==> config.mk <==
export PLATFORM = sky130hd
export DESIGN_NAME = uart_rx_byte_flat
export DESIGN_NICKNAME = d
export VERILOG_FILES = /design/src/rtl/uart_pkg.sv /design/src/rtl/uart_rx_byte_if.sv /design/src/rtl/uart_rx_byte_sync_2ff.sv /design/src/rtl/uart_rx_byte.sv /design/src/flat_wrapper.sv
export SDC_FILE = /design/constraint.sdc
export NUM_CORES = 1
export LEC_CHECK = 0
export CAP_MARGIN = 10
export CORE_MARGIN = 3
export CORE_UTILIZATION = 45
export CTS_BUF_LIST = sky130_fd_sc_hd__clkbuf_16
export DETAILED_ROUTE_END_ITERATION = 16
export HOLD_SLACK_MARGIN = 0.05
export PLACE_DENSITY_LB_ADDON = 0.3
export SETUP_SLACK_MARGIN = 0.5
export SYNTH_ARGS = -nofsm -noshare
export SYNTH_HDL_FRONTEND = slang
export SYNTH_SLANG_ARGS = --single-unit
export TNS_END_PERCENT = 10
==> constraint.sdc <==
create_clock -name clk -period 5.7 [get_ports clk]
set_input_delay 1.14 -clock clk [delete_from_list [all_inputs] [get_ports clk]]
set_output_delay 1.14 -clock clk [all_outputs]
set_load 0.01 [all_outputs]
==> src/rtl/uart_pkg.sv <==
// Shared UART definitions: receiver FSM states and baud-rate constants.
// Latency: n/a (types and constants only).
// Backpressure: n/a.
package uart_pkg;

    localparam int CLK_FREQ_HZ = 100_000_000;
    localparam int BAUD        = 9600;

    // Rounded to nearest: 100 MHz / 9600 = 10416.67 -> 10417.
    // The transmitter uses this same default so both ends agree on bit time.
    localparam int CLKS_PER_BIT_DEFAULT = (CLK_FREQ_HZ + BAUD / 2) / BAUD;

    typedef enum logic [2:0] {
        IDLE       = 3'd0,
        START      = 3'd1,
        DATA       = 3'd2,
        STOP       = 3'd3,
        BREAK_WAIT = 3'd4
    } rx_state_e;

endpackage

==> src/rtl/uart_rx_byte_if.sv <==
// Received-byte bus from the UART receiver to the byte-to-letter mapper.
// Latency: n/a (wires only); rx_valid and frame_err are single-cycle strobes.
// Backpressure: none; the consumer must take the byte on its strobe or read rx_data later.
// Ports: rx_data (8, last good byte), rx_valid (strobe), frame_err (strobe), busy (level).
interface uart_rx_byte_if;

    logic [7:0] rx_data;
    logic       rx_valid;
    logic       frame_err;
    logic       busy;

    modport master (output rx_data, output rx_valid, output frame_err, output busy);
    modport slave  (input  rx_data, input  rx_valid, input  frame_err, input  busy);

endinterface

==> src/rtl/uart_rx_byte_sync_2ff.sv <==
// Generic two-flop synchroniser for asynchronous pins (UART rx, buttons, ...).
// Latency: 2 clk from pin to q.
// Backpressure: none.
// Ports: clk, rst (sync, active-high), d (async in), q (synchronised out).
module sync_2ff #(
    parameter logic RST_VAL = 1'b1
) (
    input  logic clk,
    input  logic rst,
    input  logic d,
    output logic q
);

    logic meta_q, meta_d;
    logic sync_q, sync_d;

    always_comb begin
        meta_d = d;
        sync_d = meta_q;
    end

    always_ff @(posedge clk) begin
        if (rst) begin
            meta_q <= RST_VAL;
            sync_q <= RST_VAL;
        end else begin
            meta_q <= meta_d;
            sync_q <= sync_d;
        end
    end

    assign q = sync_q;

endmodule

==> src/rtl/uart_rx_byte.sv <==
// 8N1 UART receiver, LSB first, mid-bit sampling, stop-bit checking.
// Latency: strobe 3+HALF_BIT+9*CLKS_PER_BIT clk after rx is first sampled low.
// Backpressure: none; rx_data holds the last good byte until the next good frame.
// Ports: clk, rst (sync, active-high), rx (async pin, idle high),
//        rx_if.master {rx_data, rx_valid, frame_err, busy}.
module uart_rx_byte
    import uart_pkg::*;
#(
    parameter int CLKS_PER_BIT = CLKS_PER_BIT_DEFAULT   // must be >= 4
) (
    input  logic            clk,
    input  logic            rst,
    input  logic            rx,
    uart_rx_byte_if.master  rx_if
);

    localparam int HALF_BIT = CLKS_PER_BIT / 2;
    localparam int CNT_W    = $clog2(CLKS_PER_BIT);

    localparam logic [CNT_W-1:0] CNT_HALF = CNT_W'(HALF_BIT);
    localparam logic [CNT_W-1:0] CNT_LAST = CNT_W'(CLKS_PER_BIT - 1);

    logic rx_s;

    rx_state_e        state_q,   state_d;
    logic [CNT_W-1:0] cnt_q,     cnt_d;
    logic [2:0]       bit_idx_q, bit_idx_d;
    logic [7:0]       shift_q,   shift_d;
    logic [7:0]       data_q,    data_d;
    logic             valid_q,   valid_d;
    logic             ferr_q,    ferr_d;

    sync_2ff #(.RST_VAL(1'b1)) u_sync (
        .clk (clk),
        .rst (rst),
        .d   (rx),
        .q   (rx_s)
    );

    always_comb begin
        state_d   = state_q;
        cnt_d     = cnt_q + CNT_W'(1);
        bit_idx_d = bit_idx_q;
        shift_d   = shift_q;
        data_d    = data_q;
        valid_d   = 1'b0;
        ferr_d    = 1'b0;

        case (state_q)
            IDLE: begin
                cnt_d = '0;
                if (!rx_s) state_d = START;
            end
            START: begin
                // Re-check the line half a bit in; a short low pulse is a glitch.
                if (cnt_q == CNT_HALF) begin
                    cnt_d = '0;
                    if (!rx_s) begin
                        state_d   = DATA;
                        bit_idx_d = 3'd0;
                    end else begin
                        state_d = IDLE;
                    end
                end
            end
            DATA: begin
                if (cnt_q == CNT_LAST) begin
                    cnt_d            = '0;
                    shift_d[bit_idx_q] = rx_s;
                    if (bit_idx_q == 3'd7) state_d   = STOP;
                    else                   bit_idx_d = bit_idx_q + 3'd1;
                end
            end
            STOP: begin
                if (cnt_q == CNT_LAST) begin
                    cnt_d = '0;
                    if (rx_s) begin
                        data_d  = shift_q;
                        valid_d = 1'b1;
                        state_d = IDLE;
                    end else begin
                        ferr_d  = 1'b1;
                        state_d = BREAK_WAIT;
                    end
                end
            end
            BREAK_WAIT: begin
                // A line held low (break) must go high before a new start edge counts.
                cnt_d = '0;
                if (rx_s) state_d = IDLE;
            end
            default: begin
                cnt_d   = '0;
                state_d = IDLE;
            end
        endcase
    end

    always_ff @(posedge clk) begin
        if (rst) begin
            state_q   <= IDLE;
            cnt_q     <= '0;
            bit_idx_q <= 3'd0;
            shift_q   <= 8'h00;
            data_q    <= 8'h00;
            valid_q   <= 1'b0;
            ferr_q    <= 1'b0;
        end else begin
            state_q   <= state_d;
            cnt_q     <= cnt_d;
            bit_idx_q <= bit_idx_d;
            shift_q   <= shift_d;
            data_q    <= data_d;
            valid_q   <= valid_d;
            ferr_q    <= ferr_d;
        end
    end

    assign rx_if.rx_data   = data_q;
    assign rx_if.rx_valid  = valid_q;
    assign rx_if.frame_err = ferr_q;
    assign rx_if.busy      = (state_q != IDLE);

endmodule
==> src/flat_wrapper.sv <==
// flat-port wrapper written by rule: the top's interface ports become plain ports
module uart_rx_byte_flat import uart_pkg::*;
#(
    parameter int CLKS_PER_BIT = CLKS_PER_BIT_DEFAULT                  
)
  (clk, rst, rx, rx_if_rx_data, rx_if_rx_valid, rx_if_frame_err, rx_if_busy);
  uart_rx_byte_if rx_if_i ();
  input  logic clk;
  input  logic rst;
  input  logic rx;
  output wire logic [$bits(rx_if_i.rx_data)-1:0] rx_if_rx_data;
  output wire logic [$bits(rx_if_i.rx_valid)-1:0] rx_if_rx_valid;
  output wire logic [$bits(rx_if_i.frame_err)-1:0] rx_if_frame_err;
  output wire logic [$bits(rx_if_i.busy)-1:0] rx_if_busy;
  assign rx_if_rx_data = rx_if_i.rx_data;
  assign rx_if_rx_valid = rx_if_i.rx_valid;
  assign rx_if_frame_err = rx_if_i.frame_err;
  assign rx_if_busy = rx_if_i.busy;
  uart_rx_byte #(.CLKS_PER_BIT(CLKS_PER_BIT)) u_core (.clk(clk), .rst(rst), .rx(rx), .rx_if(rx_if_i));
endmodule
==> flow_summary.yaml <==
sta:
  setup_violations: 0
  fin_skew_ns: 0.003001
  final_max_slew_viol_count: 0
  slew_headroom_pct: 40.34
  fmax_mhz: 340.5
  timing.hold.ws_ns: 0.4122
  fin_setup_tns_ns: 0
  hold_viol_final: 0
  rsz0062_at_grt: "no"
  tightest_slew_ns: 0.8920
  finalCritPeriodShare_pct: 51.52
  finalCriticalPeriod_ns: 2.937
clocking:
  cts_buffers: 5
  cts_buffer_depth: 2
  cts_setup_buffers: 0
  clock_sinks: 40
  ctsResizeCount: 0
  clkTransAtPathRegs_ns: 0.05
  cts_root_buf: "clkbuf_16"
  ctsHoldBuffers: 0
  cts_tree: "built"
  htreeDepth: 2
  clk_latency_ns: 0.27
global_routing:
  antenna_found_initial: 0
  grt.total_usage_pct: 14.39
  grt_pass1_vias: 1267
  grt_overflow: 0
  grt_max_degree: 27
  grt_pass1_wl_mm: 5.699
run_status:
  status: "finished, final reports clean"
critical_path:
  cp_cell_sequence: "clkdlybuf4s50_1 -> or4_1 -> nor2_1"
  critical-path-max-stage-delay_ns: 0.95
  cp_num_buf_inv: 1
  setup.worst_path.start_class: "input port"
  worst-path-stages: 3
  worstPathRequired_ns: 5.91
  endpoint_kind: "flip-flop"
  crit_path_top_delay_cell: "or4_1"
  crit_fanout: 26
  arrival_ns: 3.14
  cp_top_family: "simple AND/OR/NAND/NOR gates"
  path_class: "in -> reg"
  reg2reg_depth: 5
route:
  via_per_inst: 5.317
  drt_iter0_drc: 57
  wirelength_mm: 3.266
  dr.pass1.iters: 4
  met2_length_mm: 1.610
  routed.top_layer: "met4"
  dr_wl_met3_um: 79
  m1WireLength_mm: 1.546
  wl_per_cell_um: 12.61
  antenna_left: 0
  drc_errors: 0
  via_count: 1377
synth:
  netlist_instances: 202
  yosys.area.top_type: "dfxtp_1"
  synthArstFlopShare_pct: 0
  synth_area_leaders: "dfxtp_1 (44%), mux2i_1 (10%), nor2_1 (8.3%)"
  synth_edf_count: 0
  synth_seq_cells: 40
  synth.distinct_cells: 37
  yosysWarnings: 0
  netlist_area_mm2: 0.001819
  synth_common_cells: "dfxtp_1 (40), nor2_1 (40), mux2i_1 (19)"
  synth-seq-area-share_pct: 44.02
  syn_avg_cell_area_um2: 9.006
  ys.flop_type: "dfxtp_1"
  syn-num-nets: 209
  yosysTopAreaCellShare_pct: 44.02
placed_design:
  dp_hpwl_mm: 2.247
  port_buffers: 13
  gp_congestion: 0.7779
run:
  maxCapViolCount: 0
hold_path:
  hold_path_depth: 1
  hp-class: "reg -> reg"
floorplan:
  die_area_mm2: 0.004841
  num_rows: 22
  core_area_mm2: 0.003771
  start_util_pct: 48.24
  die_h_um: 69.58
  die_w_um: 69.58
  ioPinCount: 14
power_and_ir_drop:
  leakage_uw: 0.0007741
  ir_drop_mv: 0.1903
  p_per_area_mw_per_mm2: 259.5
  power_uw: 541.8
finish:
  antenna_cells: 0
  area_growth_pct: 14.79
  layout-drive-gt1-share_pct: 6.635
  finalNetCount: 218
==> final cells by class <==
class	instances	area (µm²)
inverters	6	22.52
well taps	48	60.06
clock inverters	2	8.758
clock buffers	5	125.1
flip-flops and latches	40	800.8
multi-input cells	145	940.9
repair buffers	13	130.1
fillers	348	1683
==> worst paths after layout <==
check,from,end,slack [ns]
max,rst,u_core.cnt_q[7],2.76
min,u_core.u_sync.meta_q,u_core.u_sync.q,0.41
max reg2reg,u_core.cnt_q[11],u_core.rx_if.rx_data[6],3.46
min reg2reg,u_core.u_sync.meta_q,u_core.u_sync.q,0.41
==> report_power, final <==
group	switching, µW	total, µW	internal, µW
clock network	94.0	251	157
registers	1.71	282	281
logic	5.00	8.65	3.65
==> through the flow <==
stage          cells  area [µm²]  worst slack (ns)  utilization [%]
2_1_floorplan    202        1819             3.520                -
3_3_place_gp     252        1954             2.492            51.82
3_5_place_dp     252        1954             2.475            51.82
4_1_cts          259        2088             2.753            55.37
5_1_grt          259        2088             2.577            55.37
6_report         259        2088             2.763            55.37
==> cell usage in the layout, fill, tap and decap left out, types with 3 or more instances in the layout <==
cell type / netlist / final
xnor2_1: 5 / 5
nor3_1: 10 / 10
and3_1: 3 / 3
nand4_1: 5 / 5
xor2_1: 7 / 7
a31o_2: 3 / 3
nand3_1: 7 / 7
and2_1: 3 / 3
ha_1: 4 / 4
mux2i_1: 19 / 19
dfxtp_1: 40 / 40
clkbuf_16: 0 / 5
nand2_1: 9 / 9
nor4_1: 4 / 4
clkdlybuf4s50_1: 0 / 13
inv_1: 6 / 7
nor2_1: 40 / 40
==> registers in the layout, indices dropped and copies added (netlist names) <==
signal / cells
u_core.u_sync.meta_q: 1
u_core.rx_if.rx_valid: 1
u_core.rx_if.rx_data: 8
u_core.u_sync.q: 1
u_core.shift_q: 8
u_core.bit_idx_q: 3
u_core.state_q: 3
u_core.rx_if.frame_err: 1
u_core.cnt_q: 14
==> metal layers <==
layer / vias to the layer above / global-route usage, %
met3: 4 / 3.478
met4: 0 / 5.206
met2: 17 / 23.31
li1: 710 / -
met1: 646 / 18.57
met5: - / 0
==> logic make-up (layout without fill, tap and decap cells) <==
family,Yosys count,after routing,synth area share [%]
compound gates,10,10,4.678
xor+xnor,12,12,5.777
fa+ha+maj,4,4,2.751
buf+inv,17,26,4.264
flops,40,40,44.02
mux,19,19,10.45
simple gates,100,100,28.06
No activity file was read; power rests on OpenSTA's default activity.
